### src/rtl/rr_arb.sv
// rr_arb: round-robin arbiter with a registered one-hot grant held until acknowledged
//   clk        clock
//   arst_n     asynchronous active-low reset
//   i_req      request vector, bit i = requester i
//   i_ack      consumer accepts the current grant (ignored while idle)
//   o_gnt_vld  grant valid
//   o_gnt      one-hot grant, zero while idle
//   o_gnt_idx  binary index of o_gnt, zero while idle
module pri #(
    parameter int W = 4
) (
    input  logic [W-1:0] req,
    output logic [W-1:0] gnt
);
    assign gnt = req & (~req + W'(1));
endmodule

module rr_arb #(
    parameter  int W     = 4,
    localparam int IDX_W = (W > 1) ? $clog2(W) : 1
) (
    input  logic             clk,
    input  logic             arst_n,
    input  logic [W-1:0]     i_req,
    input  logic             i_ack,
    output logic             o_gnt_vld,
    output logic [W-1:0]     o_gnt,
    output logic [IDX_W-1:0] o_gnt_idx
);
    typedef enum logic {IDLE, GRANT} state_t;
    state_t           state, state_n;
    logic [W-1:0]     mask, mask_n, gnt, gnt_n, above, use_mask, m, m_gnt, r_gnt, sel;
    logic [IDX_W-1:0] idx, idx_n, sel_idx;
    // on an ack the pointer moves past the granted requester before the next pick
    assign above    = (idx == IDX_W'(W - 1)) ? '1 : ~(gnt | (gnt - W'(1)));
    assign use_mask = (state == GRANT && i_ack) ? above : mask;
    assign m        = i_req & use_mask;
    pri #(.W(W)) u_pri_m (.req(m),     .gnt(m_gnt));
    pri #(.W(W)) u_pri_r (.req(i_req), .gnt(r_gnt));
    assign sel = |m ? m_gnt : r_gnt;
    always_comb begin
        sel_idx = '0;
        for (int i = 0; i < W; i++)
            if (sel[i]) sel_idx = IDX_W'(i);
    end
    always_comb begin
        state_n = state;
        mask_n  = mask;
        gnt_n   = gnt;
        idx_n   = idx;
        if (state == IDLE) begin
            if (|i_req) begin
                state_n = GRANT;
                gnt_n   = sel;
                idx_n   = sel_idx;
            end
        end else if (i_ack) begin
            mask_n  = above;
            state_n = |sel ? GRANT : IDLE;
            gnt_n   = sel;
            idx_n   = sel_idx;
        end
    end
    always_ff @(posedge clk or negedge arst_n) begin
        if (!arst_n) begin
            state <= IDLE;
            mask  <= '1;
            gnt   <= '0;
            idx   <= '0;
        end else begin
            state <= state_n;
            mask  <= mask_n;
            gnt   <= gnt_n;
            idx   <= idx_n;
        end
    end
    assign o_gnt_vld = (state == GRANT);
    assign o_gnt     = gnt;
    assign o_gnt_idx = idx;
    a_onehot: assert property (@(posedge clk) disable iff (!arst_n) $onehot0(o_gnt));
    a_vld:    assert property (@(posedge clk) disable iff (!arst_n) o_gnt_vld == |o_gnt);
    a_hold:   assert property (@(posedge clk) disable iff (!arst_n) o_gnt_vld && !i_ack |=> $stable(o_gnt));
endmodule

### config.mk
export PLATFORM = sky130hd
export DESIGN_NAME = rr_arb
export DESIGN_NICKNAME = d
export VERILOG_FILES = /design/src/rtl/rr_arb.sv
export SDC_FILE = /design/constraint.sdc
export NUM_CORES = 1
export LEC_CHECK = 0
export CORE_AREA = 2 2 39 41
export DETAILED_ROUTE_END_ITERATION = 8
export DIE_AREA = 0 0 41 43
export PLACE_DENSITY = 0.72
export SYNTH_ARGS = -nofsm -noshare
export SYNTH_HDL_FRONTEND = slang
export SYNTH_SLANG_ARGS = --single-unit
### constraint.sdc
create_clock -name clk -period 2.3 [get_ports clk]
set_input_delay 0.46 -clock clk [delete_from_list [all_inputs] [get_ports clk]]
set_output_delay 0.46 -clock clk [all_outputs]
set_load 0.01 [all_outputs]
==> results of run 1 <==
worst max-delay path, cell delays in order:
cell and delay (ns):
clkdlybuf4s50_1 0.56, and2_4 0.24, mux2i_2 0.35, a21oi_4 0.11, o2111ai_1 0.15, nand3_1 0.12
kinds of logic after synthesis:
group	after synthesis	synth area share, %
flops	11	47.9
buf+inv	4	3.85
mux	1	2.35
simple gates	22	17.7
compound gates	21	28.2
routing by layer:
| metal | up-vias | wire length [microns] |
|---|---|---|
| li1 | 254 | - |
| met1 | 250 | 620 |
| met2 | 13 | 671 |
| met3 | 2 | 77 |
| met4 | 0 | 14 |
| met5 | - | 0 |
Yosys cell counts, types with 2 or more instances:
library cell and count:
nand2_1 11, dfrtp_1 7, a21oi_1 4, dfstp_2 4, inv_1 3, nor3_1 3
o21ai_0 3, a211oi_1 2, a31oi_1 2, nand3_1 2, nor2_1 2, o211ai_1 2
power by group through the flow:
| stage | combinational, uW | clock (uW) | sequential [uW] |
|---|---|---|---|
| final | 231 | 135 | 290 |
| after detailed placement | 229 | 0 | 293 |
| after CTS | 231 | 140 | 291 |
| after global routing | 252 | 153 | 298 |
| after floorplan | 120 | 0 | 298 |
| after global placement | 228 | 0 | 291 |
final cells by class:
type                    count  area share (%)
repair buffers             15            18.9
clock buffers               3            2.94
inverters                   3            1.47
well taps                  16            2.61
multi-input cells          44            36.9
clock inverters             1           0.653
flip-flops and latches     11            36.5
metrics by stage:
step                cell area, sq um  instances  hold WS [ns]  util, %
detailed placement               739         89         0.511     53.4
finish                           767         93         0.505     55.4
global route                     767         93         0.542     55.4
global placement                 739         89         0.489     53.4
CTS                              767         93         0.524     55.4
floorplan                        586         59         0.164        -
sequential cells by signal, summed over array words and instances, names as in the netlist:
name	count
o_gnt_vld	1
mask	4
o_gnt	4
o_gnt_idx	2
how the worst max path moves through the flow:
stage                     slack, ns           end  cells past startpoint
after floorplan                0.83  o_gnt_idx[1]                      6
after global placement         0.19  o_gnt_idx[1]                      6
after detailed placement       0.19  o_gnt_idx[1]                      6
after CTS                      0.47  o_gnt_idx[1]                      6
after global routing           0.38      o_gnt[1]                      6
final                          0.47  o_gnt_idx[1]                      6
==> results.yml, run 1 <==
synthesis:
  synth_top_area_share_pct: 29.9
  synth_nets: 66
  ys_async_sr_fraction_pct: 100
  synthTopCellsByArea: "dfrtp_1 (30%), dfstp_2 (18%), nand2_1 (7.1%)"
  netlist_instances: 59
  yosys_warnings: 0
  synth_flop_cell: "dfrtp_1"
  netlist_area_sq_um: 586
  synth_seq_area_share_pct: 47.9
  synth_edf_count: 0
  synth_top_area_cell: "dfrtp_1"
  synth_seq_cells: 11
  synth.avg_cell_area_sq_um: 9.92
  synthDistinctLibCells: 26
pwr:
  power.share.clock_pct: 20.6
  power_frac_comb_pct: 35.2
  p_sw_share_pct: 34.2
  power.switching_uw: 224
  intPower_uw: 431
  vdd_ir_drop_max_mv: 0.413
  p_per_area_nw_per_um2: 855
  p_total_uw: 656
  power_leakage_uw: 0.000330
  share_seq_of_total_power_pct: 44.3
layout:
  antennaDiodeCount: 0
  fin_nets: 85
  n_fill_cell: 138
  final_cell_mix: "clkdlybuf4s50_1 (13), nand2_1 (11), dfrtp_1 (7), a21oi_1 (4), dfstp_2 (4)"
  mostFrequentLayoutCell: "clkdlybuf4s50_1"
  drive_gt1_share_pct: 20.8
  register_area_sq_um: 280
  multi_input_area_sq_um: 283
  syn2layout_area_growth_pct: 31.0
clock_tree:
  cts_made_buffers: 3
  cts_resized: 0
  root_buffer: "clkbuf_4"
  post_cts_buffers: 0
  postCtsHoldBufs: 0
  insertion_delay_ns: 0.27
  cts_tree: "built"
  clk_pin_slew_ns: 0.08
  htreeDepth: 1
  cts_buffer_depth: 2
  clock-sinks: 11
setup_path:
  ff2ff_path_depth: 5
  endpoint_kind: "register"
  crit_required_ns: 2.45
  cp_max_fo: 8
  startpoint: "i_ack"
  arrival_ns: 1.98
  reg2reg_from: "o_gnt[2]"
  reg2reg_to: "o_gnt[1]"
  reg2reg_slack_ns: 0.72
  critical_path_class: "input pin to register"
  worst_setup_path_start_kind: "input pin"
place:
  place_congestion: 0.811
  pre_cts_ws_ns: 0.192
  portBuffers: 13
  hpwl_microns: 990
timing:
  rsz0062_at_grt: "no"
  setup_viol: 0
  worst_slew_pin_slew_ns: 0.477
  finalWorstSetupSlack_ns: 0.469
  drv_slew: 0
  relSlewSlack_pct: 68.1
  fmax_ghz: 0.546
  finalHoldViolCount: 0
  min_period_ns: 1.83
  post-route-period-util_pct: 79.6
  fin_skew_ns: 0.00406
  fin_tns_setup_ns: 0
floorplanning:
  die_x_microns: 41
  dieArea_sq_um: 1760
  coreArea_sq_um: 1380
  start_util_pct: 42.3
  rows: 14
  die_h_microns: 43
  ios: 14
drt:
  wl_microns: 1380
  wire_per_inst_microns: 14.9
  final_antenna_net_count: 0
  drt_iter0_markers: 13
  drc: 0
  via_per_inst: 5.58
  vias: 519
  dr.pass1.iters: 4
hold_path:
  holdCritPathClass: "input pin to async pin"
global_route:
  grt_max_degree: 12
  grt_pass1_wl_microns: 2260
  use_met3_pct: 6.28
  grt_overflow: 0
  grt.busiest_layer: "met1"
  grt_use_met2_pct: 27.2
  met1_usage_pct: 27.4
  grt_pass1_vias: 495
  grt_usage_pct: 19.9
  antenna_found_initial: 0
flow_run:
  maxCapViolCount: 0
outcome:
  status: "finished, final reports clean"
Note: power is estimated with default switching activity, not from simulation.
==> run 2, diff against run 1 <==
CORE_AREA = default   (was 2 2 39 41)
CORE_MARGIN = 2   (was default)
CORE_UTILIZATION = 41   (was default)
DIE_AREA = default   (was 0 0 41 43)
PLACE_DENSITY = 0.71   (was 0.72)
clock period = 1.6 ns   (was 2.3 ns; I/O delays follow)
==> results.yml, run 2 (synthesis results as in run 1) <==
outcome:
  status: "finished, final reports clean"
timing:
  rsz0062_at_grt: "yes"
  fin_skew_ns: 0.00430
  min_period_ns: 1.54
  finalHoldViolCount: 0
  fmax_ghz: 0.649
  drv_slew: 0
  post-route-period-util_pct: 96.2
  setup_viol: 0
  fin_tns_setup_ns: 0
  relSlewSlack_pct: 66.7
  worst_slew_pin_slew_ns: 0.498
  finalHoldWorstSlack_ns: 0.388
pwr:
  p_per_area_nw_per_um2: 1170
  vdd_ir_drop_max_mv: 0.746
  p_total_uw: 1030
  power_leakage_uw: 0.000424
layout:
  syn2layout_area_growth_pct: 50.9
  fin_nets: 96
  drive_gt1_share_pct: 35.2
  final_cells: 103
  mostFrequentLayoutCell: "buf_4"
  final_cell_mix: "buf_4 (13), nand2_1 (10), clkdlybuf4s50_1 (10), dfrtp_1 (6)"
  n_fill_cell: 113
  antennaDiodeCount: 0
clock_tree:
  clock-sinks: 11
  cts_made_buffers: 3
  htreeDepth: 1
  cts_tree: "built"
  insertion_delay_ns: 0.26
  root_buffer: "clkbuf_4"
  postCtsHoldBufs: 0
  cts_buffer_depth: 2
  clk_pin_slew_ns: 0.07
hold_path:
  holdCritPathClass: "input pin to async pin"
place:
  place_congestion: 0.800
  dp_cells: 98
  portBuffers: 13
  hpwl_microns: 1070
drt:
  via_per_inst: 5.64
  vias: 581
  wire_per_inst_microns: 14.4
  wl_microns: 1480
  drt_iter0_markers: 25
  final_antenna_net_count: 0
  drc: 0
  dr.pass1.iters: 4
setup_path:
  crit_path_cell_trace: "clkdlybuf4s50_1"
  crit_family: "buffers and inverters"
  critical_path_class: "register to primary output"
  crit_required_ns: 1.28
  critPathSlowestCell: "clkdlybuf4s50_1"
  cp.buffers_inverters: 1
  endpoint_kind: "primary output"
  critPathMaxStageDelay_ns: 0.56
  worst_setup_path_start_kind: "register"
  cp_max_fo: 4
  arrival_ns: 1.22
flow_run:
  maxCapViolCount: 0
floorplanning:
  rows: 13
  die_h_microns: 41.8
  start_util_pct: 44.4
  die_x_microns: 41.8
  coreArea_sq_um: 1320
  dieArea_sq_um: 1750
  ios: 14
global_route:
  grt_pass1_wl_microns: 2570
  grt_overflow: 0
  antenna_found_initial: 0
  grt_usage_pct: 19.0
  grt_max_degree: 12
  grt_pass1_vias: 577
run 2: path summary, 6_finish.rpt:
check	start	end	slack [ns]	cells past startpoint
hold / removal	arst_n	o_gnt[0]	0.39	1
setup reg to reg	o_gnt[2]	o_gnt_idx[0]	0.08	5
min in group clk	i_ack	o_gnt_vld	0.47	3
max in group asynchronous	arst_n	mask[3]	0.85	1
setup / recovery	o_gnt[0]	o_gnt[0]	0.06	1
hold reg to reg	o_gnt[3]	o_gnt[3]	0.53	2
run 2: final cells by class:
cell class / count / area [sq um] / area share, %
timing repair buffer: 26 / 235 / 26.6
multi-input combinational: 44 / 310 / 35.1
sequential: 11 / 282 / 31.9
clock buffer: 4 / 26.3 / 2.97
tap: 15 / 18.8 / 2.12
inverter: 3 / 11.3 / 1.27
run 2: what timing repair did:
item / CTS / global route
buffers inserted: 0 / 1
setup endpoints to repair: 2 / 9
pin swaps: 0 / 3
resized for setup: 3 / 6
run 2: routing by layer:
metal / up-vias / share of wire, % / global-route usage (%)
met3: 0 / 6.8 / 3.91
met2: 23 / 48 / 28.4
met1: 281 / 45 / 26.7
met4: 0 / 0 / 7.74
met5: - / 0 / 0
li1: 277 / - / -
run 2: stage by stage:
stage	worst slack (ns)	area, sq um	util (%)
floorplan	0.131	586	-
global placement	-0.287	813	61.7
detailed placement	-0.299	813	61.7
CTS	0.00149	860	65.2
global route	-0.00651	883	67.0
finish	0.0601	883	67.0
run 2: report_power, final:
| group | leakage, uW | internal [uW] | switching [uW] | total, uW |
|---|---|---|---|---|
| Clock | 0.0000150 | 96.4 | 87.9 | 184 |
| Combinational | 0.000281 | 224 | 205 | 429 |
| Sequential | 0.000128 | 367 | 48.8 | 416 |
| Total | 0.000424 | 688 | 342 | 1030 |
